<file path="config.mk">
export PLATFORM = sky130hd
export DESIGN_NAME = axi4_write_drop_responder_flat
export DESIGN_NICKNAME = d
export VERILOG_FILES = /design/src/rtl/axi4_write_drop_responder_if.sv /design/src/rtl/axi4_write_drop_responder.sv /design/src/flat_wrapper.sv
export SDC_FILE = /design/constraint.sdc
export NUM_CORES = 1
export LEC_CHECK = 0
export CORE_MARGIN = 2
export CORE_UTILIZATION = 40
export CTS_CLUSTER_SIZE = 25
export DETAILED_ROUTE_END_ITERATION = 6
export PLACE_DENSITY = 0.68
export SETUP_SLACK_MARGIN = 0.3
export SLEW_MARGIN = 30
export SYNTH_ARGS = -nofsm -noshare
export SYNTH_HDL_FRONTEND = slang
export SYNTH_SLANG_ARGS = --single-unit
</file>
<file path="constraint.sdc">
create_clock -name axi4_aclk -period 1.6 [get_ports axi4_aclk]
set_clock_uncertainty 0.15 [all_clocks]
set_input_delay 0.32 -clock axi4_aclk [delete_from_list [all_inputs] [get_ports axi4_aclk]]
set_output_delay 0.32 -clock axi4_aclk [all_outputs]
set_load 0.03 [all_outputs]
</file>
<file path="src/rtl/axi4_write_drop_responder_if.sv">
// axi4_write_drop_responder_if
//   Purpose : AW/W/B channel bundle for the write-drop responder. Only the
//             signals the responder uses are carried: W data and strobe are
//             never consumed, so they are not part of the bundle.
//   Modports: slave  - the responder side (accepts AW/W, drives B)
//             master - the initiator side (drives AW/W, accepts B)
//   Signals : awid/awlen/awuser/awvalid/awready - write address channel
//             wlast/wvalid/wready                - write data channel (control only)
//             bid/bresp/buser/bvalid/bready      - write response channel
interface axi4_write_drop_responder_if #(
  parameter int AXI_ID_WIDTH   = 4,
  parameter int AXI_USER_WIDTH = 4
);
  logic [AXI_ID_WIDTH-1:0]   awid;
  logic [7:0]                awlen;
  logic [AXI_USER_WIDTH-1:0] awuser;
  logic                      awvalid;
  logic                      awready;

  logic                      wlast;
  logic                      wvalid;
  logic                      wready;

  logic [AXI_ID_WIDTH-1:0]   bid;
  logic [1:0]                bresp;
  logic [AXI_USER_WIDTH-1:0] buser;
  logic                      bvalid;
  logic                      bready;

  modport slave (
    input  awid, awlen, awuser, awvalid,
    input  wlast, wvalid,
    input  bready,
    output awready, wready,
    output bid, bresp, buser, bvalid
  );

  modport master (
    output awid, awlen, awuser, awvalid,
    output wlast, wvalid,
    output bready,
    input  awready, wready,
    input  bid, bresp, buser, bvalid
  );
endinterface

</file>
<file path="src/rtl/axi4_write_drop_responder.sv">
// axi4_write_drop_responder
//   Purpose : AXI4 write sink that accepts one write transaction at a time,
//             discards all W beats and answers each burst with a single B
//             response carrying a fixed error code (ERR_RESP).
//   Ports   : axi4_aclk  - clock, all state changes on rising edge
//             axi4_arst  - asynchronous active-high reset
//             s_axi4     - AW/W/B channels (slave modport)
//             wlast_err  - one-cycle pulse after a W beat whose wlast does
//                          not agree with the beat count
//             busy       - high whenever the FSM is not IDLE
//
//   state | meaning
//   ------+--------------------------------------------------------------
//   IDLE  | awready high, waiting for a write address
//   DRAIN | wready high, swallowing awlen+1 beats counted by beat_cnt_q
//   RESP  | bvalid high with latched ID/user, waiting for bready
module axi4_write_drop_responder #(
  parameter int         AXI_ID_WIDTH   = 4,
  parameter int         AXI_USER_WIDTH = 4,
  parameter logic [1:0] ERR_RESP       = 2'b10
) (
  input  logic                        axi4_aclk,
  input  logic                        axi4_arst,
  axi4_write_drop_responder_if.slave  s_axi4,
  output logic                        wlast_err,
  output logic                        busy
);

  typedef enum logic [1:0] {
    IDLE  = 2'd0,
    DRAIN = 2'd1,
    RESP  = 2'd2
  } state_e;

  state_e                    state_q;
  logic [AXI_ID_WIDTH-1:0]   awid_q;
  logic [7:0]                awlen_q;
  logic [AXI_USER_WIDTH-1:0] awuser_q;
  logic [7:0]                beat_cnt_q;

  logic                      awready_q;
  logic                      wready_q;
  logic                      bvalid_q;
  logic [AXI_ID_WIDTH-1:0]   bid_q;
  logic [AXI_USER_WIDTH-1:0] buser_q;
  logic                      wlast_err_q;
  logic                      busy_q;

  logic                      final_beat;

  // The final beat is decided by the counter alone; wlast is only checked.
  // Comparing before increment lets awlen=255 run 256 beats in 8 bits.
  assign final_beat = (beat_cnt_q == awlen_q);

  always_ff @(posedge axi4_aclk or posedge axi4_arst) begin
    if (axi4_arst) begin
      state_q     <= IDLE;
      awid_q      <= '0;
      awlen_q     <= '0;
      awuser_q    <= '0;
      beat_cnt_q  <= '0;
      awready_q   <= 1'b1;
      wready_q    <= 1'b0;
      bvalid_q    <= 1'b0;
      bid_q       <= '0;
      buser_q     <= '0;
      wlast_err_q <= 1'b0;
      busy_q      <= 1'b0;
    end else begin
      wlast_err_q <= 1'b0;
      unique case (state_q)
        IDLE: begin
          if (s_axi4.awvalid && awready_q) begin
            awid_q     <= s_axi4.awid;
            awlen_q    <= s_axi4.awlen;
            awuser_q   <= s_axi4.awuser;
            beat_cnt_q <= '0;
            state_q    <= DRAIN;
            awready_q  <= 1'b0;
            wready_q   <= 1'b1;
            busy_q     <= 1'b1;
          end
        end
        DRAIN: begin
          if (s_axi4.wvalid && wready_q) begin
            beat_cnt_q  <= beat_cnt_q + 8'd1;
            // Mismatch when wlast disagrees with "this is the last beat".
            wlast_err_q <= s_axi4.wlast ^ final_beat;
            if (final_beat) begin
              state_q  <= RESP;
              wready_q <= 1'b0;
              bvalid_q <= 1'b1;
              bid_q    <= awid_q;
              buser_q  <= awuser_q;
            end
          end
        end
        RESP: begin
          // bid/buser only load on entry to RESP, so they stay put while stalled.
          if (s_axi4.bready && bvalid_q) begin
            state_q   <= IDLE;
            bvalid_q  <= 1'b0;
            awready_q <= 1'b1;
            busy_q    <= 1'b0;
          end
        end
        default: begin
          state_q   <= IDLE;
          awready_q <= 1'b1;
          wready_q  <= 1'b0;
          bvalid_q  <= 1'b0;
          busy_q    <= 1'b0;
        end
      endcase
    end
  end

  assign s_axi4.awready = awready_q;
  assign s_axi4.wready  = wready_q;
  assign s_axi4.bvalid  = bvalid_q;
  assign s_axi4.bid     = bid_q;
  assign s_axi4.buser   = buser_q;
  assign s_axi4.bresp   = ERR_RESP;
  assign wlast_err      = wlast_err_q;
  assign busy           = busy_q;

endmodule

</file>
<file path="src/flat_wrapper.sv">
// flat-port wrapper written by rule: the top's interface ports become plain ports
module axi4_write_drop_responder_flat 
#(
  parameter int         AXI_ID_WIDTH   = 4,
  parameter int         AXI_USER_WIDTH = 4,
  parameter logic [1:0] ERR_RESP       = 2'b10
)
  (axi4_aclk, axi4_arst, wlast_err, busy, s_axi4_awid, s_axi4_awlen, s_axi4_awuser, s_axi4_awvalid, s_axi4_wlast, s_axi4_wvalid, s_axi4_bready, s_axi4_awready, s_axi4_wready, s_axi4_bid, s_axi4_bresp, s_axi4_buser, s_axi4_bvalid);
  axi4_write_drop_responder_if #(.AXI_ID_WIDTH(AXI_ID_WIDTH), .AXI_USER_WIDTH(AXI_USER_WIDTH)) s_axi4_i ();
  input  logic axi4_aclk;
  input  logic axi4_arst;
  output logic wlast_err;
  output logic busy;
  input wire logic [$bits(s_axi4_i.awid)-1:0] s_axi4_awid;
  input wire logic [$bits(s_axi4_i.awlen)-1:0] s_axi4_awlen;
  input wire logic [$bits(s_axi4_i.awuser)-1:0] s_axi4_awuser;
  input wire logic [$bits(s_axi4_i.awvalid)-1:0] s_axi4_awvalid;
  input wire logic [$bits(s_axi4_i.wlast)-1:0] s_axi4_wlast;
  input wire logic [$bits(s_axi4_i.wvalid)-1:0] s_axi4_wvalid;
  input wire logic [$bits(s_axi4_i.bready)-1:0] s_axi4_bready;
  output wire logic [$bits(s_axi4_i.awready)-1:0] s_axi4_awready;
  output wire logic [$bits(s_axi4_i.wready)-1:0] s_axi4_wready;
  output wire logic [$bits(s_axi4_i.bid)-1:0] s_axi4_bid;
  output wire logic [$bits(s_axi4_i.bresp)-1:0] s_axi4_bresp;
  output wire logic [$bits(s_axi4_i.buser)-1:0] s_axi4_buser;
  output wire logic [$bits(s_axi4_i.bvalid)-1:0] s_axi4_bvalid;
  assign s_axi4_i.awid = s_axi4_awid;
  assign s_axi4_i.awlen = s_axi4_awlen;
  assign s_axi4_i.awuser = s_axi4_awuser;
  assign s_axi4_i.awvalid = s_axi4_awvalid;
  assign s_axi4_i.wlast = s_axi4_wlast;
  assign s_axi4_i.wvalid = s_axi4_wvalid;
  assign s_axi4_i.bready = s_axi4_bready;
  assign s_axi4_awready = s_axi4_i.awready;
  assign s_axi4_wready = s_axi4_i.wready;
  assign s_axi4_bid = s_axi4_i.bid;
  assign s_axi4_bresp = s_axi4_i.bresp;
  assign s_axi4_buser = s_axi4_i.buser;
  assign s_axi4_bvalid = s_axi4_i.bvalid;
  axi4_write_drop_responder #(.AXI_ID_WIDTH(AXI_ID_WIDTH), .AXI_USER_WIDTH(AXI_USER_WIDTH), .ERR_RESP(ERR_RESP)) u_core (.axi4_aclk(axi4_aclk), .axi4_arst(axi4_arst), .s_axi4(s_axi4_i), .wlast_err(wlast_err), .busy(busy));
endmodule
</file>
; ---- Yosys cells after proc, flatten, opt, wreduce, memory -nomap -nowiden
; Index checks and enable logic that the tools add are counted.
[word_totals]
register_bits = 39
latchBits = 0
mem_bits_rw = 0
mem_bits_ro = 0
n_memories = 0
word_cells = 58
[classes]
shifts = 0
div_mod_pow = 0
reduce_logical = 12
muxes = 22
eq_ne = 7
n_mul = 0
order_cmp = 0
bitwise_logic = 4
add_sub_neg = 1
[ops]
columns = operator, n
row1 = $mux 8, 2
row2 = $pmux 8 s2, 1
row3 = $pmux 1 s3, 4
row4 = $reduce_and 4->1, 3
row5 = $mux 1, 10
row6 = $reduce_and 3->1, 3
row7 = $add 8x1->8 const B, 1
row8 = $eq 8x8->1, 1
row9 = $mux 2, 4
row10 = $ne 2x1->1 const B, 4
row11 = $pmux 2 s3, 1
row12 = $logic_and 1x1->1, 3
row13 = $not 1->1, 3
row14 = $eq 2x1->1 const B, 1
row15 = $eq 2x2->1 const B, 1
row16 = $logic_not 2->1, 1
row17 = $reduce_and 2->1, 1
row18 = $reduce_bool 2->1, 1
row19 = $xor 1x1->1, 1

; ---- Logic depth before layout (Yosys ltp)
[depth]
ltp_word = 4
depth_mapped = 7
ltp_nobuf = 4

; ---- Worst setup path before layout
; OpenSTA, ideal clock, no wires.
[synth_path]
path_type = register to register
start = register u_core.awready_q (netlist: u_core.s_axi4.awready)
end = register u_core.awid_q[0]
required_time_ns = 1.325
period_less_slack_ns = 1.797
slack_ns = -0.197
setup_ns = 0.125
stages_incl_launch_ff = 5
path_buffers = 2
t_arrival_ns = 1.523
path_cell_list = dfstp_2 nor4bb_1 buf_2 buf_4 mux2_2
[synth_via]
elab_chain_cells = 2
[synth_rtl]
columns = element, line
row1 = from (decl), axi4_write_drop_responder.sv:41  ; logic awready_q;
row2 = from (signal assigned), axi4_write_drop_responder.sv:62  ; awready_q <= 1'b1;
row3 = from (signal assigned), axi4_write_drop_responder.sv:79  ; awready_q <= 1'b0;
row4 = from (signal assigned), axi4_write_drop_responder.sv:103  ; awready_q <= 1'b1;
row5 = $logic_and 1x1->1, axi4_write_drop_responder.sv:73  ; if (s_axi4.awvalid && awready_q) begin
row6 = $reduce_and 2->1 (no source line), n/a
row7 = to (signal assigned), axi4_write_drop_responder.sv:74  ; awid_q <= s_axi4.awid;
row8 = to (decl), axi4_write_drop_responder.sv:36  ; logic [AXI_ID_WIDTH-1:0] awid_q;
; No other way between the ends.
; A chain may end at the register's enable or synchronous reset.

; ---- Worst setup path in the final report
[layout_path]
start = register u_core.beat_cnt_q[0]
end = register u_core.buser_q[2] (netlist: u_core.s_axi4.buser[2])
[layout_via]
elab_chain_cells = 2
[layout_rtl]
columns = element, line
row1 = from (decl), axi4_write_drop_responder.sv:39  ; logic [7:0] beat_cnt_q;
row2 = from (signal assigned), axi4_write_drop_responder.sv:86  ; beat_cnt_q <= beat_cnt_q + 8'd1;
row3 = $eq 8x8->1, axi4_write_drop_responder.sv:53  ; assign final_beat = (beat_cnt_q == awlen_q);
row4 = $reduce_and 3->1 (no source line), n/a
row5 = to (signal assigned), axi4_write_drop_responder.sv:94  ; buser_q <= awuser_q;
row6 = to (decl), axi4_write_drop_responder.sv:45  ; logic [AXI_USER_WIDTH-1:0] buser_q;
; No other way between the ends.

==> results by group <==
Outcome
  • Status: finished, violations left
  • Failing checks: setup timing

Worst setup path
  • Worst Path Arrival: approximately 1800 ps
  • Worst setup SP type: register
  • Worst path cell trace: xnor2_1, nand4_1, nor3_4, buf_12, mux2_2
  • Buf/Inv on CP: 1
  • CP Class: register to register
  • Crit path max fanout: 9
  • Top delay family on crit path: simple AND/OR/NAND/NOR gates
  • Worst R2R Setup Slack: -200 ps
  • Max stage delay cell, worst path: dfrtp_1
  • Critical Path RT: approximately 1600 ps
  • Max stage delay on crit path: roughly 400 ps
  • Setup crit end kind: register

Floorplanning
  • Initial core utilization: roughly 42%
  • Num rows: 23
  • DIE AREA: ~4800 um^2
  • Die Y: a little under 70 um
  • Io pins: 37
  • Core area: roughly 4100 um^2
  • Die width: roughly 70 um

Finish
  • Non-Filler Instances: 260
  • Most frequent cells in the layout: 35 x dfrtp_1, 24 x buf_4, 21 x buf_6
  • Nets: between 200 and 250
  • Area Overhead vs Synth: 63.18%
  • Most common cell after layout, fill and taps aside: dfrtp_1
  • Layout cells sized above 1: a little over half
  • Ant diodes: 0

STA
  • Setup ws final: -202.5 ps
  • Worst hold slack: 85.05 ps
  • Max Clock Freq: 554.8 MHz
  • Final setup viols: 28
  • RSZ-0062 raised after global routing: true
  • Period utilisation layout: 112.7%
  • Final Hold Fails: 0
  • Max Slew Vio Count: 0
  • Final worst path period need: approximately 1800 ps

Synthesis
  • Async S/R FF share, synth: 100.0%
  • Yosys reg bits: 39
  • Post-synth EDFFs: 0
  • Sequential fraction of the synthesis area: a little under three fifths
  • Dominant cell type by area after synthesis: dfrtp_1
  • Area contributors post-synth: dfrtp_1 55%, mux2_2 16%, xnor2_1 5.1%
  • YS warnings: 0
  • Netlist Area Pre-Place: about 1700 um^2
  • Distinct cell type count after synthesis: 29
  • Syn nets: about 160
  • Post-synth top area share: between 50% and 60%
  • Syn avg cell area: around 13 um^2
  • Primary FF master, synth: dfrtp_1
  • Syn Inst Count: around 140

Place
  • Placer congestion estimate: approximately 0.86
  • Inst Count DP: roughly 240
  • HPWL Detailed: 2.640 mm
  • Port Buffers: 34
  • Place WS: -443.2 ps

Global route
  • Vias in the first global route: roughly 1400
  • Pin count of the biggest net entering global routing: 40
  • GRT Util Overall: 18.50%
  • GR Overflow Total: 0
  • Initial antenna violation count: 0
  • Global-route wire length before repair: between 6 and 7 mm

Detailed routing
  • First-pass iteration count of the detailed router: 4
  • DRC: 0
  • Routed vias: approximately 1300
  • Remaining antenna violation count: 0
  • Total Wirelength: about 4.3 mm
  • Via density: 5.127
  • DR WL/cell: approximately 17 um
  • First-iteration detailed-routing DRC count: between 70 and 80

CTS
  • Worst-Skew Late Latency: 290 ps
  • Clock transition at the registers of the reported paths: 80 ps
  • Worst-case clock buffer depth: 2
  • Clock Tree Root: clkbuf_8
  • Clock sink total: 39
  • Clock buffer count from CTS: 5
  • H-tree lvl count: 2
  • CTS tree: done

Pwr
  • Max VDD drop: slightly above 800 uV
  • Leak Pwr: 1.304 nW
  • PwrDens: 1511 nW/um^2

Run
  • Max Cap Viol: 0

Hold path
  • Hold crit path type: primary input to register
-- path summary, 6_finish.rpt --
check                                      from                endpoint  cells after the start
max                        u_core.beat_cnt_q[0]  u_core.s_axi4.buser[2]                      5
min                              s_axi4_awvalid   u_core.s_axi4.awready                      2
max reg2reg                u_core.beat_cnt_q[0]  u_core.s_axi4.buser[2]                      5
min reg2reg                  u_core.awuser_q[3]      u_core.awuser_q[3]                      1
max in group asynchronous             axi4_arst   u_core.s_axi4.awready                      3
min in group asynchronous             axi4_arst    u_core.s_axi4.wready                      3
-- flip-flops by register name (all words and copies together) (netlist names), 2 cells and up --
name and cells:
u_core.awlen_q 8, u_core.beat_cnt_q 8, u_core.awid_q 4, u_core.awuser_q 4, u_core.s_axi4.bid 4, u_core.s_axi4.buser 4, u_core.state_q 2
-- cells in the mapped netlist, types with 2 or more instances --
| cell | instances |
|---|---|
| o21ai_0 | 5 |
| nor3_1 | 3 |
| dfrtp_1 | 38 |
| o21bai_1 | 2 |
| xor2_1 | 3 |
| nand4_1 | 5 |
| buf_4 | 3 |
| inv_1 | 2 |
| xnor2_1 | 10 |
| buf_2 | 3 |
| a21oi_1 | 5 |
| nand2_1 | 9 |
| conb_1 | 2 |
| mux2_2 | 24 |
| a21o_1 | 2 |
| nor2_1 | 7 |
-- cell type report --
class	count	area, um^2
Fill cell	303	1275
Sequential cell	39	980.9
Inverter	2	11.26
Timing Repair Buffer	73	758.2
Multi-Input combinational cell	88	898.4
Clock buffer	8	100.1
Tap cell	50	62.56
-- where the power goes --
part	switching (mW)	total [mW]	internal, mW
clock network	0.327	0.720	0.393
logic	0.780	1.88	1.10
registers	0.309	1.64	1.34
total	1.42	4.25	2.83
-- per-layer routing --
metal  share of wire (%)  vias up  track usage, %
met2                  54       38           32.05
met4                 1.6        0           8.333
li1                    -      618               -
met1                  40      667           21.46
met3                 5.0       10           4.797
met5                   0        -               0
-- cell families (layout without fill, tap and decap cells) --
family	Yosys count	count (layout)	share of synthesized area [%]
flip-flops	39	39	56.72
other	2	2	0.4359
buffers and inverters	9	83	2.832
AO/OA/AOI/OAI	15	15	5.155
AND/OR/NAND/NOR	33	33	11.84
XOR/XNOR	13	13	6.609
multiplexers	24	24	15.69
adder cells (fa/ha/maj)	1	1	0.7261
-- stage by stage --
step	power (mW)	instance area [um^2]	setup TNS (ps)	utilization, %
floorplan	2.472	1797	-2937	-
global placement	3.009	2357	-12270	57.69
detailed placement	3.083	2357	-12900	57.69
CTS	4.010	2645	-4500	64.73
global route	4.505	2811	-4946	68.80
finish	4.247	2811	-2643	68.80
-- worst reg2reg max path: stages (launching register included) --
cell	delay, ps
dfrtp_1	410
xnor2_1	190
nand4_1	220
nor3_4	220
buf_12	160
mux2_2	330
-- repair_timing --
item | CTS | global route
gates cloned | 1 | 0
gates resized for setup | 107 | 27
pin swaps | 8 | 7
setup endpoints to repair | 52 | 52
hold buffers | 0 | 0
buffers inserted | 7 | 9
(Power assumes the default switching activity.)
